==> config.mk <==
export PLATFORM = sky130hd
export DESIGN_NAME = egg_timer_ctrl_flat
export DESIGN_NICKNAME = d
export VERILOG_FILES = /design/src/rtl/egg_timer_ctrl_if.sv /design/src/rtl/egg_timer_ctrl.sv /design/src/flat_wrapper.sv
export SDC_FILE = /design/constraint.sdc
export NUM_CORES = 1
export LEC_CHECK = 0
export CAP_MARGIN = 25
export CORE_MARGIN = 1
export CORE_UTILIZATION = 69
export DETAILED_ROUTE_END_ITERATION = 10
export DONT_BUFFER_PORTS = 1
export HOLD_SLACK_MARGIN = 0.1
export PLACE_DENSITY_LB_ADDON = 0.25
export SYNTH_ARGS = -nofsm -noshare
export SYNTH_HDL_FRONTEND = slang
export SYNTH_SLANG_ARGS = --single-unit
export TNS_END_PERCENT = 10
==> constraint.sdc <==
create_clock -name clk_in -period 4.1 [get_ports clk_in]
set_clock_uncertainty 0.05 [all_clocks]
set_input_delay 1.23 -clock clk_in [delete_from_list [all_inputs] [get_ports clk_in]]
set_output_delay 1.23 -clock clk_in [all_outputs]
set_load 0.02 [all_outputs]
==> src/rtl/egg_timer_ctrl_if.sv <==
// Egg-timer controller bus.
// Groups the debounced button pulses and the display/status outputs of the
// egg-timer sequencing controller.
//   start_p    start/pause pulse (one cycle)
//   set_p      set-mode pulse (one cycle)
//   inc_sec_p  increment preset seconds pulse
//   inc_min_p  increment preset minutes pulse
//   disp_min   BCD minutes shown (tens [7:4], units [3:0])
//   disp_sec   BCD seconds shown
//   state_led  one-hot state: IDLE=0001, RUN=0010, SET=0100, DONE=1000
//   blink      alarm blink, 1 blanks the display
//   tick       one-cycle pulse on each countdown decrement
// master: button source / display sink.  slave: the controller.
interface egg_timer_ctrl_if;
    logic       start_p;
    logic       set_p;
    logic       inc_sec_p;
    logic       inc_min_p;
    logic [7:0] disp_min;
    logic [7:0] disp_sec;
    logic [3:0] state_led;
    logic       blink;
    logic       tick;

    modport master (
        output start_p, set_p, inc_sec_p, inc_min_p,
        input  disp_min, disp_sec, state_led, blink, tick
    );

    modport slave (
        input  start_p, set_p, inc_sec_p, inc_min_p,
        output disp_min, disp_sec, state_led, blink, tick
    );
endinterface

==> src/rtl/egg_timer_ctrl.sv <==
// Egg-timer sequencing controller.
// Holds the BCD preset and live countdown, derives the countdown tick from
// clk_in, and runs the IDLE/SET/RUN/DONE machine from single-cycle button
// pulses. Drives display values, one-hot state LEDs, alarm blink and tick.
// Ports:
//   clk_in  single rising-edge clock
//   reset   synchronous, active-high
//   tif     egg_timer_ctrl_if.slave (buttons in; disp/state_led/blink/tick out)
module egg_timer_ctrl #(
    parameter int         TICK_DIV   = 5000000,
    parameter int         BLINK_DIV  = 2500000,
    parameter logic [7:0] PRESET_MIN = 8'h03,
    parameter logic [7:0] PRESET_SEC = 8'h00
) (
    input logic             clk_in,
    input logic             reset,
    egg_timer_ctrl_if.slave tif
);

    localparam int TW = (TICK_DIV > 1) ? $clog2(TICK_DIV) : 1;
    localparam int BW = (BLINK_DIV > 1) ? $clog2(BLINK_DIV) : 1;
    localparam logic [TW-1:0] TICK_LAST  = TW'(TICK_DIV - 1);
    localparam logic [BW-1:0] BLINK_LAST = BW'(BLINK_DIV - 1);

    // One-hot encoding equals the LED pattern, so state_led is the state register.
    typedef enum logic [3:0] {
        S_IDLE = 4'b0001,
        S_RUN  = 4'b0010,
        S_SET  = 4'b0100,
        S_DONE = 4'b1000
    } state_t;

    state_t        state_q, state_d;
    logic [7:0]    pre_min_q, pre_min_d;
    logic [7:0]    pre_sec_q, pre_sec_d;
    logic [7:0]    cnt_min_q, cnt_min_d;
    logic [7:0]    cnt_sec_q, cnt_sec_d;
    logic [TW-1:0] tick_cnt_q, tick_cnt_d;
    logic [BW-1:0] blink_cnt_q, blink_cnt_d;
    logic          blink_q, blink_d;
    logic          tick_q, tick_d;
    logic [7:0]    disp_min_q, disp_min_d;
    logic [7:0]    disp_sec_q, disp_sec_d;

    // Seconds increment over 00..59, wrapping without carry.
    function automatic logic [7:0] bcd_inc_sec(input logic [7:0] v);
        logic [7:0] r;
        if (v[3:0] == 4'd9) begin
            r = (v[7:4] == 4'd5) ? 8'h00 : {v[7:4] + 4'd1, 4'd0};
        end else begin
            r = {v[7:4], v[3:0] + 4'd1};
        end
        return r;
    endfunction

    // Minutes increment over 00..99, wrapping to 00.
    function automatic logic [7:0] bcd_inc_min(input logic [7:0] v);
        logic [7:0] r;
        if (v[3:0] == 4'd9) begin
            r = (v[7:4] == 4'd9) ? 8'h00 : {v[7:4] + 4'd1, 4'd0};
        end else begin
            r = {v[7:4], v[3:0] + 4'd1};
        end
        return r;
    endfunction

    // Two-digit BCD decrement; caller guarantees v != 00.
    function automatic logic [7:0] bcd_dec(input logic [7:0] v);
        logic [7:0] r;
        if (v[3:0] == 4'd0) begin
            r = {v[7:4] - 4'd1, 4'd9};
        end else begin
            r = {v[7:4], v[3:0] - 4'd1};
        end
        return r;
    endfunction

    // One-second decrement of MM:SS with borrow; 00:00 stays 00:00.
    function automatic logic [15:0] dec_time(input logic [7:0] m, input logic [7:0] s);
        logic [15:0] r;
        if (s == 8'h00) begin
            r = (m == 8'h00) ? 16'h0000 : {bcd_dec(m), 8'h59};
        end else begin
            r = {m, bcd_dec(s)};
        end
        return r;
    endfunction

    always_ff @(posedge clk_in) begin
        if (reset) begin
            state_q     <= S_IDLE;
            pre_min_q   <= PRESET_MIN;
            pre_sec_q   <= PRESET_SEC;
            cnt_min_q   <= PRESET_MIN;
            cnt_sec_q   <= PRESET_SEC;
            tick_cnt_q  <= '0;
            blink_cnt_q <= '0;
            blink_q     <= 1'b0;
            tick_q      <= 1'b0;
            disp_min_q  <= PRESET_MIN;
            disp_sec_q  <= PRESET_SEC;
        end else begin
            state_q     <= state_d;
            pre_min_q   <= pre_min_d;
            pre_sec_q   <= pre_sec_d;
            cnt_min_q   <= cnt_min_d;
            cnt_sec_q   <= cnt_sec_d;
            tick_cnt_q  <= tick_cnt_d;
            blink_cnt_q <= blink_cnt_d;
            blink_q     <= blink_d;
            tick_q      <= tick_d;
            disp_min_q  <= disp_min_d;
            disp_sec_q  <= disp_sec_d;
        end
    end

    always_comb begin
        logic [15:0] dec_v;
        state_d     = state_q;
        pre_min_d   = pre_min_q;
        pre_sec_d   = pre_sec_q;
        cnt_min_d   = cnt_min_q;
        cnt_sec_d   = cnt_sec_q;
        tick_cnt_d  = '0;
        blink_cnt_d = '0;
        blink_d     = 1'b0;
        tick_d      = 1'b0;
        dec_v       = dec_time(cnt_min_q, cnt_sec_q);

        case (state_q)
            S_IDLE: begin
                if (tif.start_p) begin
                    // A held non-zero count is a paused run and is resumed as-is.
                    if ({cnt_min_q, cnt_sec_q} == 16'h0000) begin
                        cnt_min_d = pre_min_q;
                        cnt_sec_d = pre_sec_q;
                    end
                    if ({cnt_min_d, cnt_sec_d} != 16'h0000) begin
                        state_d = S_RUN;
                    end
                end else if (tif.set_p) begin
                    state_d = S_SET;
                end
            end

            S_SET: begin
                if (tif.inc_sec_p) pre_sec_d = bcd_inc_sec(pre_sec_q);
                if (tif.inc_min_p) pre_min_d = bcd_inc_min(pre_min_q);
                // Leaving SET reloads the count from the just-updated preset.
                if (tif.start_p) begin
                    cnt_min_d = pre_min_d;
                    cnt_sec_d = pre_sec_d;
                    state_d   = ({pre_min_d, pre_sec_d} != 16'h0000) ? S_RUN : S_IDLE;
                end else if (tif.set_p) begin
                    cnt_min_d = pre_min_d;
                    cnt_sec_d = pre_sec_d;
                    state_d   = S_IDLE;
                end
            end

            S_RUN: begin
                if (tick_cnt_q == TICK_LAST) begin
                    tick_d     = 1'b1;
                    cnt_min_d  = dec_v[15:8];
                    cnt_sec_d  = dec_v[7:0];
                    if (dec_v == 16'h0000) state_d = S_DONE;
                end else begin
                    tick_cnt_d = tick_cnt_q + TW'(1);
                end
                // Buttons take effect after any same-cycle decrement.
                if (tif.start_p) begin
                    state_d = S_IDLE;
                end else if (tif.set_p) begin
                    state_d = S_SET;
                end
                if (state_d == S_DONE) begin
                    blink_d = 1'b1;
                end
                if (state_d != S_RUN) begin
                    tick_cnt_d = '0;
                end
            end

            S_DONE: begin
                cnt_min_d = 8'h00;
                cnt_sec_d = 8'h00;
                if (tif.start_p) begin
                    cnt_min_d = pre_min_q;
                    cnt_sec_d = pre_sec_q;
                    state_d   = S_IDLE;
                end else if (tif.set_p) begin
                    state_d = S_SET;
                end else if (blink_cnt_q == BLINK_LAST) begin
                    blink_d = ~blink_q;
                end else begin
                    blink_cnt_d = blink_cnt_q + BW'(1);
                    blink_d     = blink_q;
                end
            end

            default: begin
                state_d = S_IDLE;
            end
        endcase

        // Display follows the state being entered so it stays aligned with state_led.
        disp_min_d = (state_d == S_SET) ? pre_min_d : cnt_min_d;
        disp_sec_d = (state_d == S_SET) ? pre_sec_d : cnt_sec_d;
    end

    assign tif.disp_min  = disp_min_q;
    assign tif.disp_sec  = disp_sec_q;
    assign tif.state_led = state_q;
    assign tif.blink     = blink_q;
    assign tif.tick      = tick_q;

endmodule
==> src/flat_wrapper.sv <==
// flat-port wrapper written by rule: the top's interface ports become plain ports
module egg_timer_ctrl_flat 
#(
    parameter int         TICK_DIV   = 5000000,
    parameter int         BLINK_DIV  = 2500000,
    parameter logic [7:0] PRESET_MIN = 8'h03,
    parameter logic [7:0] PRESET_SEC = 8'h00
)
  (clk_in, reset, tif_start_p, tif_set_p, tif_inc_sec_p, tif_inc_min_p, tif_disp_min, tif_disp_sec, tif_state_led, tif_blink, tif_tick);
  egg_timer_ctrl_if tif_i ();
  input logic clk_in;
  input logic reset;
  input wire logic [$bits(tif_i.start_p)-1:0] tif_start_p;
  input wire logic [$bits(tif_i.set_p)-1:0] tif_set_p;
  input wire logic [$bits(tif_i.inc_sec_p)-1:0] tif_inc_sec_p;
  input wire logic [$bits(tif_i.inc_min_p)-1:0] tif_inc_min_p;
  output wire logic [$bits(tif_i.disp_min)-1:0] tif_disp_min;
  output wire logic [$bits(tif_i.disp_sec)-1:0] tif_disp_sec;
  output wire logic [$bits(tif_i.state_led)-1:0] tif_state_led;
  output wire logic [$bits(tif_i.blink)-1:0] tif_blink;
  output wire logic [$bits(tif_i.tick)-1:0] tif_tick;
  assign tif_i.start_p = tif_start_p;
  assign tif_i.set_p = tif_set_p;
  assign tif_i.inc_sec_p = tif_inc_sec_p;
  assign tif_i.inc_min_p = tif_inc_min_p;
  assign tif_disp_min = tif_i.disp_min;
  assign tif_disp_sec = tif_i.disp_sec;
  assign tif_state_led = tif_i.state_led;
  assign tif_blink = tif_i.blink;
  assign tif_tick = tif_i.tick;
  egg_timer_ctrl #(.TICK_DIV(TICK_DIV), .BLINK_DIV(BLINK_DIV), .PRESET_MIN(PRESET_MIN), .PRESET_SEC(PRESET_SEC)) u_core (.clk_in(clk_in), .reset(reset), .tif(tif_i));
endmodule
==> metrics.txt <==
CTS sink count ~100; CTS clk-pin slew, worst paths between 0.1 and 0.15 ns; Worst Max-Slew Pin Slew 0.960 ns; vias per std cell around 6.9; crit path DAT 3.38 ns; I/O Buffers 0; VDD IR max 254 µV; gr usage total 36.4%; H-tree depth 3; ranking of synthesized cells by area dfxtp_1 32%, nor2_1 7.3%, xor2_1 4.2%, nand2_1 3.0%, xnor2_1 2.7%; starting DRC count in detailed routing 745; initial antenna violation count 0; Final period util 77.5%; Seq/Total Area, Yosys around a third; number of antenna-violating nets in the routed design 0; number of global-route vias before repair roughly 5400; Yosys top cell area share about a third; Main synth FF type dfxtp_1; EDFF count, synth 0; DP Area 0.00615 mm²; Detailed Routing Iterations Pass 1 6; R2R Setup Slk 0.92 ns; Die H 96.7 µm; DR vias 5852; count leader, synth nor2_1; synthesis warning total 0; die area around 0.0094 mm²; WL/cell 20.3 µm; CTS tree yes; DRC errors left 0; Period minus WS final 3.18 ns; starting density of the core 71.0%; final instance area 0.00636 mm²; Power, Total 2.40 mW; Final Worst Setup Slack just over 0.9 ns; CTS Buf Count 9; cts hold-fix bufs 0; row cnt 34; Comb power frac 27.3%; CTS Buffer Depth 2; Net Sw Frac between 30% and 40%; # IOs 28; register bit total from synthesis just under 100; Hold Path Stages 1; Die Span X 96.7 µm; Reg power frac 46.9%; cts repair resizes 0; CP Data Required Time 4.31 ns; Final Hold Fails 0; PD cells 378 mW/mm²; clk_lat worst skew 0.37 ns; TNS Setup 0 ns; largest net degree at the start of global routing 52; Final GP Congestion 1.03; global-route wire length before repair approximately 28000 µm; Avg Cell Area, Syn 8.05 µm²; Critical Path End Type flop; critical path type reg -> reg; Hold Slack 0.409 ns; Leakage 2.21 nW; Clock power frac 25.9%; max-slew violation count 0; RSZ-0062 raised after global routing false; Worst setup SP type flop; fraction of layout cells with a size suffix above 1 a little over 8%; final wirelength 17300 µm; Post-Place Worst Slack 1.09 ns; internal power component 1.51 mW; GRT overflow 0; Psw 0.896 mW; worst-path fanout max 11; status completed; diodes inserted 0; Mapped Area 0.00619 mm²; synth cell count leaders 120 x nor2_1, 99 x dfxtp_1, 49 x nand2_1, 31 x clkbuf_1, 31 x nand3_1; Layout area overhead 2.75%; CTS root buffer clkbuf_8; # Post-CTS Setup Buffers 0; synthesized net count 784; max cap viols 0; post-synth cell types between 80 and 90; Hold Crit Class reg -> reg; Post-layout nets 754; Synth area leader dfxtp_1; Cells after Synth approximately 770; Detailed Place HPWL 12400 µm; reg2reg path depth 8; fmax 0.315 GHz; core area around 0.0087 mm²; Final setup viols 0; Async SR Flop Fraction 0%; Max-slew headroom 35.4%
final cells by class:
class                           instances  area [µm²]
Sequential cell                        99        1980
Inverter                               16        60.1
Tap cell                              108         135
Timing Repair Buffer                   10        78.8
Clock buffer                           10         138
Fill cell                             717        2360
Multi-Input combinational cell        603        3910
Clock inverter                          6        56.3
cell usage in the layout (no fill, tap or decap), drive strengths merged, types with 12 or more instances in the layout:
cell type  instances
a211oi            15
a21oi             29
dfxtp             99
inv               19
nand2             50
nand3             31
nand4             16
nor2             121
nor2b             12
nor3              21
nor3b             12
nor4              17
o21ai             33
xnor2             19
xor2              30
per-stage QoR:
step	std cells	util, %
after global routing	852	72.9
after global placement	835	70.6
final	852	72.9
after detailed placement	835	70.6
after floorplan	769	-
after CTS	851	72.8
cell families after synthesis:
kind of cell | count (synthesis) | synth area share, %
buf+inv | 67 | 4.81
flops | 99 | 32.0
simple gates | 357 | 31.7
xor+xnor | 49 | 6.93
compound gates | 172 | 20.0
fa+ha+maj | 9 | 1.82
mux | 16 | 2.71
sequential cells by signal, indices dropped and copies added, names as in the netlist:
name                  count
u_core.tif.disp_min       8
u_core.pre_min_q          8
u_core.tif.tick           1
u_core.tif.state_led      4
u_core.tick_cnt_q        23
u_core.cnt_sec_q          8
u_core.pre_sec_q          8
u_core.cnt_min_q          8
u_core.blink_cnt_q       22
u_core.tif.disp_sec       8
u_core.tif.blink          1
routing by layer:
metal | track usage (%) | routed length [µm] | up-vias
li1 | - | - | 2740
met1 | 50.2 | 7140 | 2707
met2 | 55.1 | 7500 | 335
met3 | 9.39 | 2080 | 70
met4 | 12.9 | 537 | 0
met5 | 0 | 0 | -
final timing paths:
check	startpoint	to
setup / recovery	u_core.cnt_sec_q[0]	u_core.tif.state_led[0]
hold / removal	u_core.blink_cnt_q[0]	u_core.blink_cnt_q[0]
setup reg to reg	u_core.cnt_sec_q[0]	u_core.tif.state_led[0]
hold reg to reg	u_core.blink_cnt_q[0]	u_core.blink_cnt_q[0]
power by group through the flow:
stage / clock network, mW / logic [mW] / registers (mW)
floorplan: 0 / 0.504 / 1.09
global placement: 0 / 0.611 / 1.14
detailed placement: 0 / 0.630 / 1.14
CTS: 0.628 / 0.633 / 1.12
global route: 0.664 / 0.701 / 1.13
finish: 0.621 / 0.655 / 1.13
critical path, cell delays in order, from the launching register on:
cell       delay, ns
dfxtp_1         0.39
inv_1           0.19
ha_1            0.40
or3b_4          0.52
nor4_4          0.57
nor2_1          0.10
o2111ai_1       0.37
o22ai_1         0.12
or3_1           0.36
Power figures use the tool's default switching activity.
